<file path="src/rtl/load_store_unit.sv">
// Load/store sequencer between execute stage and a byte-addressed data memory.
// Define LSU_MISALIGN_TRAP_EN to trap misaligned H/W accesses instead of splitting them into byte accesses.
//
//  state        | meaning
//  S_IDLE       | ready for a request, memory idle
//  S_ISSUE      | single aligned memory access
//  S_WAIT       | capture registered read data
//  S_SPLIT_ISSUE| byte access k of a misaligned request
//  S_SPLIT_WAIT | capture byte k of a misaligned load
//  S_RESP       | one-cycle response pulse
module load_store_unit #(
  parameter int unsigned MEM_BYTES = 1024
) (
  input  logic        clock,
  input  logic        reset,
  input  logic        req_valid,
  output logic        req_ready,
  input  logic        req_write,
  input  logic [2:0]  req_funct3,
  input  logic [31:0] req_addr,
  input  logic [31:0] req_wdata,
  output logic        resp_valid,
  output logic [31:0] resp_rdata,
  output logic        resp_error,
  output logic        mem_read,
  output logic        mem_write,
  output logic [2:0]  mem_funct3,
  output logic [31:0] mem_addr,
  output logic [31:0] mem_wdata,
  input  logic [31:0] mem_rdata
);

  typedef enum logic [2:0] {
    S_IDLE, S_ISSUE, S_WAIT, S_SPLIT_ISSUE, S_SPLIT_WAIT, S_RESP
  } state_e;

  state_e      state_q, state_d;
  logic [1:0]  k_q, k_d;
  logic [31:0] raw_q, raw_d;
  logic        error_q, error_d;
  logic        write_q;
  logic [2:0]  funct3_q;
  logic [31:0] addr_q, wdata_q;

  logic        accept;
  logic [2:0]  req_size;
  logic        funct3_bad, range_bad, misaligned;
  logic [1:0]  last_k;
  logic [31:0] ext_rdata;

  assign accept = req_valid && (state_q == S_IDLE);

  always_comb begin
    case (req_funct3[1:0])
      2'b00:   req_size = 3'd1;
      2'b01:   req_size = 3'd2;
      default: req_size = 3'd4;
    endcase
  end

  assign funct3_bad = (req_funct3 == 3'b011) || (req_funct3 == 3'b110) ||
                      (req_funct3 == 3'b111) || (req_write && req_funct3[2]);
  // 33-bit sum so addresses near 2^32 cannot wrap into range
  assign range_bad  = ({1'b0, req_addr} + {30'b0, req_size}) > 33'(MEM_BYTES);
  assign misaligned = ((req_funct3[1:0] == 2'b01) && req_addr[0]) ||
                      ((req_funct3[1:0] == 2'b10) && (req_addr[1:0] != 2'b00));
  assign last_k     = funct3_q[1] ? 2'd3 : {1'b0, funct3_q[0]};

  always_ff @(posedge clock) begin
    if (reset) begin
      state_q  <= S_IDLE;
      k_q      <= 2'd0;
      raw_q    <= 32'd0;
      error_q  <= 1'b0;
      write_q  <= 1'b0;
      funct3_q <= 3'd0;
      addr_q   <= 32'd0;
      wdata_q  <= 32'd0;
    end else begin
      state_q <= state_d;
      k_q     <= k_d;
      raw_q   <= raw_d;
      error_q <= error_d;
      if (accept) begin
        write_q  <= req_write;
        funct3_q <= req_funct3;
        addr_q   <= req_addr;
        wdata_q  <= req_wdata;
      end
    end
  end

  always_comb begin
    state_d = state_q;
    k_d     = k_q;
    raw_d   = raw_q;
    error_d = error_q;
    case (state_q)
      S_IDLE: begin
        if (req_valid) begin
          k_d     = 2'd0;
          raw_d   = 32'd0;
          error_d = 1'b0;
          if (funct3_bad || range_bad) begin
            state_d = S_RESP;
            error_d = 1'b1;
          end else if (!misaligned) begin
            state_d = S_ISSUE;
          end else begin
`ifdef LSU_MISALIGN_TRAP_EN
            state_d = S_RESP;
            error_d = 1'b1;
`else
            state_d = S_SPLIT_ISSUE;
`endif
          end
        end
      end
      S_ISSUE: state_d = write_q ? S_RESP : S_WAIT;
      S_WAIT: begin
        raw_d   = mem_rdata;
        state_d = S_RESP;
      end
`ifndef LSU_MISALIGN_TRAP_EN
      S_SPLIT_ISSUE: begin
        if (!write_q)            state_d = S_SPLIT_WAIT;
        else if (k_q == last_k)  state_d = S_RESP;
        else                     k_d = k_q + 2'd1;
      end
      S_SPLIT_WAIT: begin
        raw_d[{k_q, 3'b000} +: 8] = mem_rdata[7:0];
        if (k_q == last_k) begin
          state_d = S_RESP;
        end else begin
          k_d     = k_q + 2'd1;
          state_d = S_SPLIT_ISSUE;
        end
      end
`endif
      S_RESP:  state_d = S_IDLE;
      default: state_d = S_IDLE;
    endcase
  end

  always_comb begin
    case (funct3_q)
      3'b000:  ext_rdata = {{24{raw_q[7]}}, raw_q[7:0]};
      3'b001:  ext_rdata = {{16{raw_q[15]}}, raw_q[15:0]};
      3'b010:  ext_rdata = raw_q;
      3'b100:  ext_rdata = {24'd0, raw_q[7:0]};
      3'b101:  ext_rdata = {16'd0, raw_q[15:0]};
      default: ext_rdata = 32'd0;
    endcase
  end

  always_comb begin
    req_ready  = (state_q == S_IDLE);
    resp_valid = 1'b0;
    resp_rdata = 32'd0;
    resp_error = 1'b0;
    mem_read   = 1'b0;
    mem_write  = 1'b0;
    mem_funct3 = 3'b000;
    mem_addr   = 32'd0;
    mem_wdata  = 32'd0;
    case (state_q)
      S_ISSUE: begin
        mem_read   = !write_q;
        mem_write  = write_q;
        mem_funct3 = {1'b0, funct3_q[1:0]};
        mem_addr   = addr_q;
        mem_wdata  = write_q ? wdata_q : 32'd0;
      end
      S_SPLIT_ISSUE: begin
        mem_read  = !write_q;
        mem_write = write_q;
        mem_addr  = addr_q + {30'd0, k_q};
        mem_wdata = write_q ? {24'd0, wdata_q[{k_q, 3'b000} +: 8]} : 32'd0;
      end
      S_RESP: begin
        resp_valid = 1'b1;
        resp_error = error_q;
        resp_rdata = (write_q || error_q) ? 32'd0 : ext_rdata;
      end
      default: ;
    endcase
  end

endmodule

</file>
<file path="config.mk">
export PLATFORM = sky130hd
export DESIGN_NAME = load_store_unit
export DESIGN_NICKNAME = d
export VERILOG_FILES = /design/src/rtl/load_store_unit.sv
export SDC_FILE = /design/constraint.sdc
export NUM_CORES = 1
export LEC_CHECK = 0
export ABC_AREA = 1
export ABC_CLOCK_PERIOD_IN_PS = 4200
export CAP_MARGIN = 20
export CELL_PAD_IN_SITES_DETAIL_PLACEMENT = 1
export CELL_PAD_IN_SITES_GLOBAL_PLACEMENT = 1
export CORE_MARGIN = 8
export CORE_UTILIZATION = 35
export DETAILED_ROUTE_END_ITERATION = 8
export PLACE_DENSITY = 0.93
export SYNTH_ARGS = -nofsm -noshare
export SYNTH_HDL_FRONTEND = slang
export SYNTH_SLANG_ARGS = --single-unit
</file>
<file path="constraint.sdc">
create_clock -name clock -period 4.2 [get_ports clock]
set_input_delay 0.84 -clock clock [delete_from_list [all_inputs] [get_ports clock]]
set_output_delay 0.84 -clock clock [all_outputs]
set_load 0.02 [all_outputs]
</file>
# [Word level (Yosys, flattened, before mapping)]
# Index checks and enable logic that the tools add are counted.
# Widths: inputs -> output; s select.
[op_classes] add_sub_neg=4 multipliers=0 n_div=0 n_lt_le_gt_ge=1 eq_ne=18 shift=3 muxes=30 n_bitwise=0 reduce_logical=22
[ops] operator="$pmux 32 s5" count=1
[ops] operator="$mux 32" count=4
[ops] operator="$pmux 32 s2" count=2
[ops] operator="$pmux 32 s3" count=1
[ops] operator="$add 32x3->33" count=1
[ops] operator="$gt 33x11->1 const B" count=1
[ops] operator="$add 32x2->32" count=1
[ops] operator="$bwmux 32" count=1
[ops] operator="$shift 8x7->32 const A" count=1
[ops] operator="$shiftx 32x6->8" count=1
[ops] operator="$shiftx 8x7->32" count=1
[ops] operator="$eq 3x3->1 const B" count=6
[ops] operator="$mux 3" count=6
[ops] operator="$pmux 3 s5" count=1
[ops] operator="$eq 3x2->1 const B" count=4
[ops] operator="$mux 2" count=6
[ops] operator="$mux 8" count=1
[ops] operator="$neg 5->7" count=1
[ops] operator="$eq 3x1->1 const B" count=2
[ops] operator="$logic_not 3->1" count=2
[ops] operator="$logic_or 1x1->1" count=6
[ops] operator="$pmux 2 s3" count=1
[ops] operator="$pmux 3 s2" count=1
[ops] operator="$reduce_and 2->1" count=3
[ops] operator="14 further kinds" count=23
[totals] ff_bits=106 latchBits=0 ramBits=0 rom_bits=0 inputBits=103 output_inout_bits=104 elab_cells=86 n_memories=0

# [Logic depth before layout (Yosys ltp)]
# Gate-level depths: netlist of run 1.
[depth] depth_word=8 mapped_depth=19 depth_no_buf=19

# [Least setup slack after synthesis of run 1]
# Ideal clock, no wire load.
[synth_path] kind="register to output" startpoint="register k_q[0]" endpoint="output mem_addr[16]" arrival_ns=2.359 path_slack_ns=1.001 stages_incl_launch_ff=17 path_buffers=0 path_cell_list="dfxtp_1 -> ha_1 -> fa_1 -> nand2_2 -> nor2_2 -> nand2_2 -> nor2_4 -> nand3_2 -> nor2_2 -> inv_2 -> nor2_2 -> inv_2 -> nor2_4 -> nand2_2 -> nor2_4 -> nand2_1 -> a211oi_1"
[synth_via] elab_chain_cells=2
[synth_rtl] element="start: declaration" line_no="38" text="logic [1:0] k_q, k_d;"
[synth_rtl] element="start signal: assignment" line_no="81" text="k_q <= k_d;"
[synth_rtl] element="$add 32x2->32" line_no="177" text="mem_addr = addr_q + {30'd0, k_q};"
[synth_rtl] element="$pmux 32 s2" line_no="166" text="case (state_q)"
[synth_rtl] element="end: declaration" line_no="28" text="output logic [31:0] mem_addr,"
# Every way passes these cells.

# [Worst setup path in the final report of run 1]
[layout_path] startpoint="register k_q[1]" endpoint="output mem_addr[15]"
# The elaborated chain is that of the path after synthesis.

==> out/metrics.cfg, run 1 <==
[detailed_routing]
drt_wl_total_um = 30700
drt-initial-drc-count = 437
post-route-drc-count = 0
ant_nets = 0
avgRoutedWirePerCell_um = 18.5
first_pass_iters = 5
num_vias = 8731
vias_per_cell = 5.28

[floorplan]
die_h_um = 160
rows = 52
coreArea_um2 = 20300
die-area_um2 = 25600
die_w_um = 160
initial_core_util_pct = 35.8
pin_count = 207

[final_layout]
drive_gt1_share_pct = 5.49
nets = 1495
finalNonFillerCells = 1655
synthToLayoutAreaGrowth_pct = 36.3
num-fill-cells = 2724
diodes = 0
final_cell_area_um2 = 9900

[global_routing]
grt_pass1_vias = 8998
grt_usage_pct = 23.4
grt_pass1_wl_um = 48600
grt_max_degree = 72
gr-total-overflow = 0
antenna_found_initial = 1

[pwr]
p_int_mw = 2.44
leakage_nw = 3.72
vdd_drop_max_mv = 0.269
p_sw_mw = 1.98
p_clk_share_pct = 21.2
seqPwrFrac_pct = 32.8
p_total_mw = 4.41
combPwrFrac_pct = 45.9
p_per_area_nw_per_um2 = 446
switching_share_pct = 44.8

[yosys]
ys.warnings.count = 0
yosys.area.top_type = dfxtp_1
synth_edf_count = 0
yosys-top-cells-area = dfxtp_1 (29%), nand2_1 (12%), a21oi_1 (11%), o21ai_0 (10%), inv_1 (8.6%)
synthArstFlopShare_pct = 0
synth-seq-cells = 106
ys_seq_area_share_pct = 29.2
synth_top_area_share_pct = 29.2
synthCells = 1202
ys.flop_type = dfxtp_1
synth_fp_nets = 1317
yosysUniqueCellTypes = 43
syn_area_um2 = 7260
synth.avg_cell_area_um2 = 6.04

[cts]
clock_path_buffers = 2
ctsResizeCount = 0
ctsHoldBuffers = 0
htreeDepth = 3
cts_num_sinks = 106
path_clk_slew_ns = 0.07
cts_tree = done
postCtsSetupBuffers = 0
clockRootBuffer = clkbuf_16
numCtsBuffers = 9
insertion_delay_ns = 0.36

[min_path]
hold_path_class = reg2reg

[place]
dp.cells = 1639
portBuffers = 205
dp_hpwl_um = 24200
routabilityCongestion = 0.913
place_area_um2 = 9560

[setup_path]
worstSetupPathType = reg2out
crit_start = k_q[1]
cp_max_fo = 5
path_buf_inv = 2
cp_cell_sequence = ha_1 -> nand2_1 -> o21ai_2 -> nand2_1 -> nor2_2 -> nand3_2 -> nor3_4 -> nand2_1 -> inv_1 -> a21oi_1 -> a211oi_1 -> clkdlybuf4s50_1
cp-endpoint = mem_addr[15]
timing.rr.start = state_q[1]
crit_arrival_ns = 3.12
r2r-end = raw_q[2]
cpMaxStageDelayCell = clkdlybuf4s50_1
cp_common_cell = nand2_1
reg2reg_slack_ns = 1.44
worstPathRequired_ns = 3.36
crit_cells = 12
end_kind = primary output
start_kind = flip-flop
ff2ff_path_depth = 10
cpLargestDelayFamily = simple AND/OR/NAND/NOR gates
crit_path_max_incr_delay_ns = 0.68

[run_status]
status = finished, final reports clean

[sta]
hold_slack_ns = 0.464
finalCriticalPeriod_ns = 3.96
final-max-slew-violation-count = 0
post-route-period-util_pct = 94.3
hold_viol = 0
finClkSkew_ns = 0.00895
setup_viol = 0
tightest_slew_ns = 1.03
fmax_mhz = 253
rsz0062_at_grt = false
setup-tns-final_ns = 0
relSlewSlack_pct = 31.6

[job]
cap_viol_max_count = 0

cells by family (layout without fill, tap and decap cells):
kind of cell / after synthesis / count (layout) / synth area share (%)
buffers and inverters: 224 / 407 / 11.7
AO/OA/AOI/OAI: 338 / 338 / 24.4
other: 1 / 1 / 0.0516
adder cells (fa/ha/maj): 12 / 12 / 2.27
AND/OR/NAND/NOR: 509 / 509 / 30.9
XOR/XNOR: 12 / 12 / 1.45
flip-flops: 106 / 106 / 29.2
final cells by class:
| type | instances | area (um2) | share of cell area, % |
|---|---|---|---|
| timing repair buffer | 215 | 2150 | 21.7 |
| multi-input combinational | 872 | 4310 | 43.5 |
| inverter | 176 | 661 | 6.67 |
| tap | 270 | 338 | 3.41 |
| clock buffer | 11 | 243 | 2.45 |
| clock inverter | 5 | 77.6 | 0.784 |
| sequential | 106 | 2120 | 21.4 |
stage by stage:
stage / util, % / worst slack, ns
floorplan: - / 1.00
global placement: 47.1 / 0.646
detailed placement: 47.1 / 0.513
CTS: 48.7 / 0.117
global route: 48.8 / 0.000639
finish: 48.8 / 0.240
worst min-delay path, cell delays in order, from the launching register on:
cell     delay (ns)
dfxtp_1        0.31
nand2_1        0.06
a21oi_1        0.05
flip-flops by register name (all words and copies together) (netlist names):
signal	count
k_q	2
state_q	3
wdata_q	32
addr_q	32
error_q	1
write_q	1
raw_q	32
funct3_q	3
cells in the mapped netlist (all sizes together), types with 2 or more instances:
cell type,n
a31oi,9
nor3b,2
nand3b,8
or2,2
nand3,43
o32ai,2
a211oi,4
buf,6
ha,10
inv,174
fa,2
clkbuf,42
o21bai,2
nand4,14
o22ai,7
a21oi,157
xor2,7
nor3,32
nor2,164
clkinv,2
xnor2,5
nor4,8
nand2,235
dfxtp,106
o21a,2
o21ai,152
worst min-delay path by stage:
stage                       to  cells past startpoint  startpoint
global route        wdata_q[3]                      2  wdata_q[3]
CTS                   raw_q[3]                      2    raw_q[3]
detailed placement    raw_q[3]                      2    raw_q[3]
global placement      raw_q[6]                      2    raw_q[6]
floorplan           wdata_q[0]                      2  wdata_q[0]
finish                raw_q[4]                      2    raw_q[4]
per-layer routing:
metal | share of wire (%) | up-vias | global-route usage, %
met4 | 3.2 | 2 | 8.96
li1 | - | 4270 | -
met2 | 47 | 260 | 39.5
met3 | 4.7 | 57 | 4.06
met5 | 0.049 | - | 0
met1 | 45 | 4142 | 29.1
power by group through the flow:
stage	Sequential [mW]	Combinational, mW	Clock (mW)
final	1.45	2.03	0.937
after global routing	1.48	2.23	0.989
after CTS	1.45	2.02	0.949
after detailed placement	1.47	2.00	0
after global placement	1.45	1.94	0
after floorplan	1.41	1.29	0
cells in the final DEF, fill, tap and decap left out, types with 3 or more instances in the layout:
cell type,n
a211oi_1,4
clkdlybuf4s50_1,201
clkbuf_16,9
nor2_1,140
nor4_1,8
nand3_1,41
nand3b_1,7
buf_4,9
a21oi_1,155
nand2_2,6
nand4_1,14
xor2_1,7
nand2_1,228
ha_1,10
nor3_1,29
a31oi_1,9
o21ai_0,147
dfxtp_1,106
dlymetal6s2s_1,4
xnor2_1,5
o22ai_1,7
nor2_4,8
inv_1,167
nor2_2,16
inv_2,7
o21ai_1,3
(Power assumes the default switching activity.)
==> run 2, diff against run 1 <==
--- a/config.mk
+++ b/config.mk
@@ -14,6 +14,7 @@
 export CORE_UTILIZATION = 35
 export DETAILED_ROUTE_END_ITERATION = 8
 export PLACE_DENSITY = 0.93
+export REMOVE_ABC_BUFFERS = 1
 export SYNTH_ARGS = -nofsm -noshare
 export SYNTH_HDL_FRONTEND = slang
 export SYNTH_SLANG_ARGS = --single-unit
==> out/metrics.cfg, run 2 (synthesis gave the netlist of run 1 again) <==
[final_layout]
synthToLayoutAreaGrowth_pct = 35.9
register_area_um2 = 2120
multiInputGateArea_um2 = 4310
nets = 1496
num-fill-cells = 2763
final_util_pct = 48.6
final_cell_area_um2 = 9870
final_cell_mix = nand2_1 (228), clkdlybuf4s50_1 (201), inv_1 (167)
largest_registers = addr_q (32), raw_q (32), wdata_q (32)
final_common_cell = nand2_1
drive_gt1_share_pct = 5.56

[sta]
rsz0062_at_grt = false
tightest_slew_ns = 1.06
post-route-period-util_pct = 95.0
finalCriticalPeriod_ns = 3.99
final-max-slew-violation-count = 0
setup_viol = 0
relSlewSlack_pct = 29.0
hold_viol = 0
fmax_mhz = 251
setup-tns-final_ns = 0
finClkSkew_ns = 0.00889

[global_routing]
grt_max_degree = 88
antenna_found_initial = 1
gr-total-overflow = 0
grt_usage_pct = 23.7
grt_pass1_vias = 9264
grt_pass1_wl_um = 49500

[setup_path]
cp_cell_sequence = inv_2 -> nor2_4 -> inv_1 -> buf_4 -> nor2_2 -> inv_1 -> nor2_2 -> nand2_1 -> o21ai_0 -> clkdlybuf4s50_1
worstPathRequired_ns = 3.36
end_kind = primary output
crit_arrival_ns = 3.15
worstSetupPathType = reg2out
cp_max_fo = 12
start_kind = flip-flop
crit_path_max_incr_delay_ns = 0.68
ff2ff_path_depth = 7
cpMaxStageDelayCell = clkdlybuf4s50_1

[cts]
path_clk_slew_ns = 0.08
numCtsBuffers = 9
clock_path_buffers = 2
htreeDepth = 3
cts_tree = done
cts_num_sinks = 106
clockRootBuffer = clkbuf_16
insertion_delay_ns = 0.36
postCtsSetupBuffers = 0

[floorplan]
die_w_um = 160
initial_core_util_pct = 35.8
coreArea_um2 = 20300
pin_count = 207
die_h_um = 160
die-area_um2 = 25600
rows = 52

[detailed_routing]
avgRoutedWirePerCell_um = 18.8
drt_wl_total_um = 31200
post-route-drc-count = 0
drt-initial-drc-count = 431
vias_per_cell = 5.31
first_pass_iters = 4
num_vias = 8802
ant_nets = 0

[pwr]
leakage_nw = 3.71
p_total_mw = 4.35
p_per_area_nw_per_um2 = 441
vdd_drop_max_mv = 0.227

[run_status]
status = finished, final reports clean

[place]
portBuffers = 205
dp_hpwl_um = 24300
place_area_um2 = 9570
routabilityCongestion = 0.965

[min_path]
hold_path_class = reg2reg
min_path_cells = 2

[job]
cap_viol_max_count = 0

-- run 2: critical path: cells and delay by family (launching register included) --
family | cells | cell delay, ns
AO/OA/AOI/OAI | 1 | 0.10
buffers and inverters | 5 | 1.35
flip-flops | 1 | 0.38
AND/OR/NAND/NOR | 4 | 0.94
-- run 2: worst paths after layout --
check	start	end	slack [ns]
worst min register to register	wdata_q[6]	wdata_q[6]	0.47
worst max register to register	k_q[1]	raw_q[16]	1.36
worst max-delay path	state_q[0]	mem_wdata[3]	0.21
worst min-delay path	wdata_q[6]	wdata_q[6]	0.47
-- run 2: final cells by class --
class / count / share of cell area, %
repair buffers: 216 / 21.9
flip-flops and latches: 106 / 21.5
well taps: 270 / 3.42
diodes: 1 / 0.0254
inverters: 176 / 6.69
clock buffers: 9 / 2.28
clock inverters: 7 / 0.608
multi-input cells: 872 / 43.6
-- run 2: what timing repair did --
| item | 4_1_cts | 5_1_grt |
|---|---|---|
| setup endpoints to repair | 0 | 5 |
| hold buffers | 0 | 0 |
| resized for setup | 0 | 5 |
-- run 2: routing by layer --
metal	part of all wire [%]	vias to the layer above	track usage, %
met4	3.9	0	10.6
met3	4.5	70	3.60
met1	44	4179	28.9
met5	0	-	0
met2	48	273	40.4
li1	-	4280	-
-- run 2: per-stage QoR --
stage,instances,setup slack [ns],hold WS (ns)
5_1_grt,1657,0.00258,0.488
4_1_cts,1656,0.0328,0.471
3_3_place_gp,1640,0.587,0.449
6_report,1657,0.210,0.471
2_1_floorplan,1154,0.689,0.438
3_5_place_dp,1640,0.482,0.459
-- run 2: power by group --
| part | switching [mW] | leakage (nW) | total [mW] | internal [mW] |
|---|---|---|---|---|
| registers | 0.190 | 0.870 | 1.45 | 1.26 |
| clock network | 0.426 | 0.142 | 0.840 | 0.414 |
| logic | 1.41 | 2.70 | 2.06 | 0.651 |
| total | 2.03 | 3.71 | 4.35 | 2.32 |
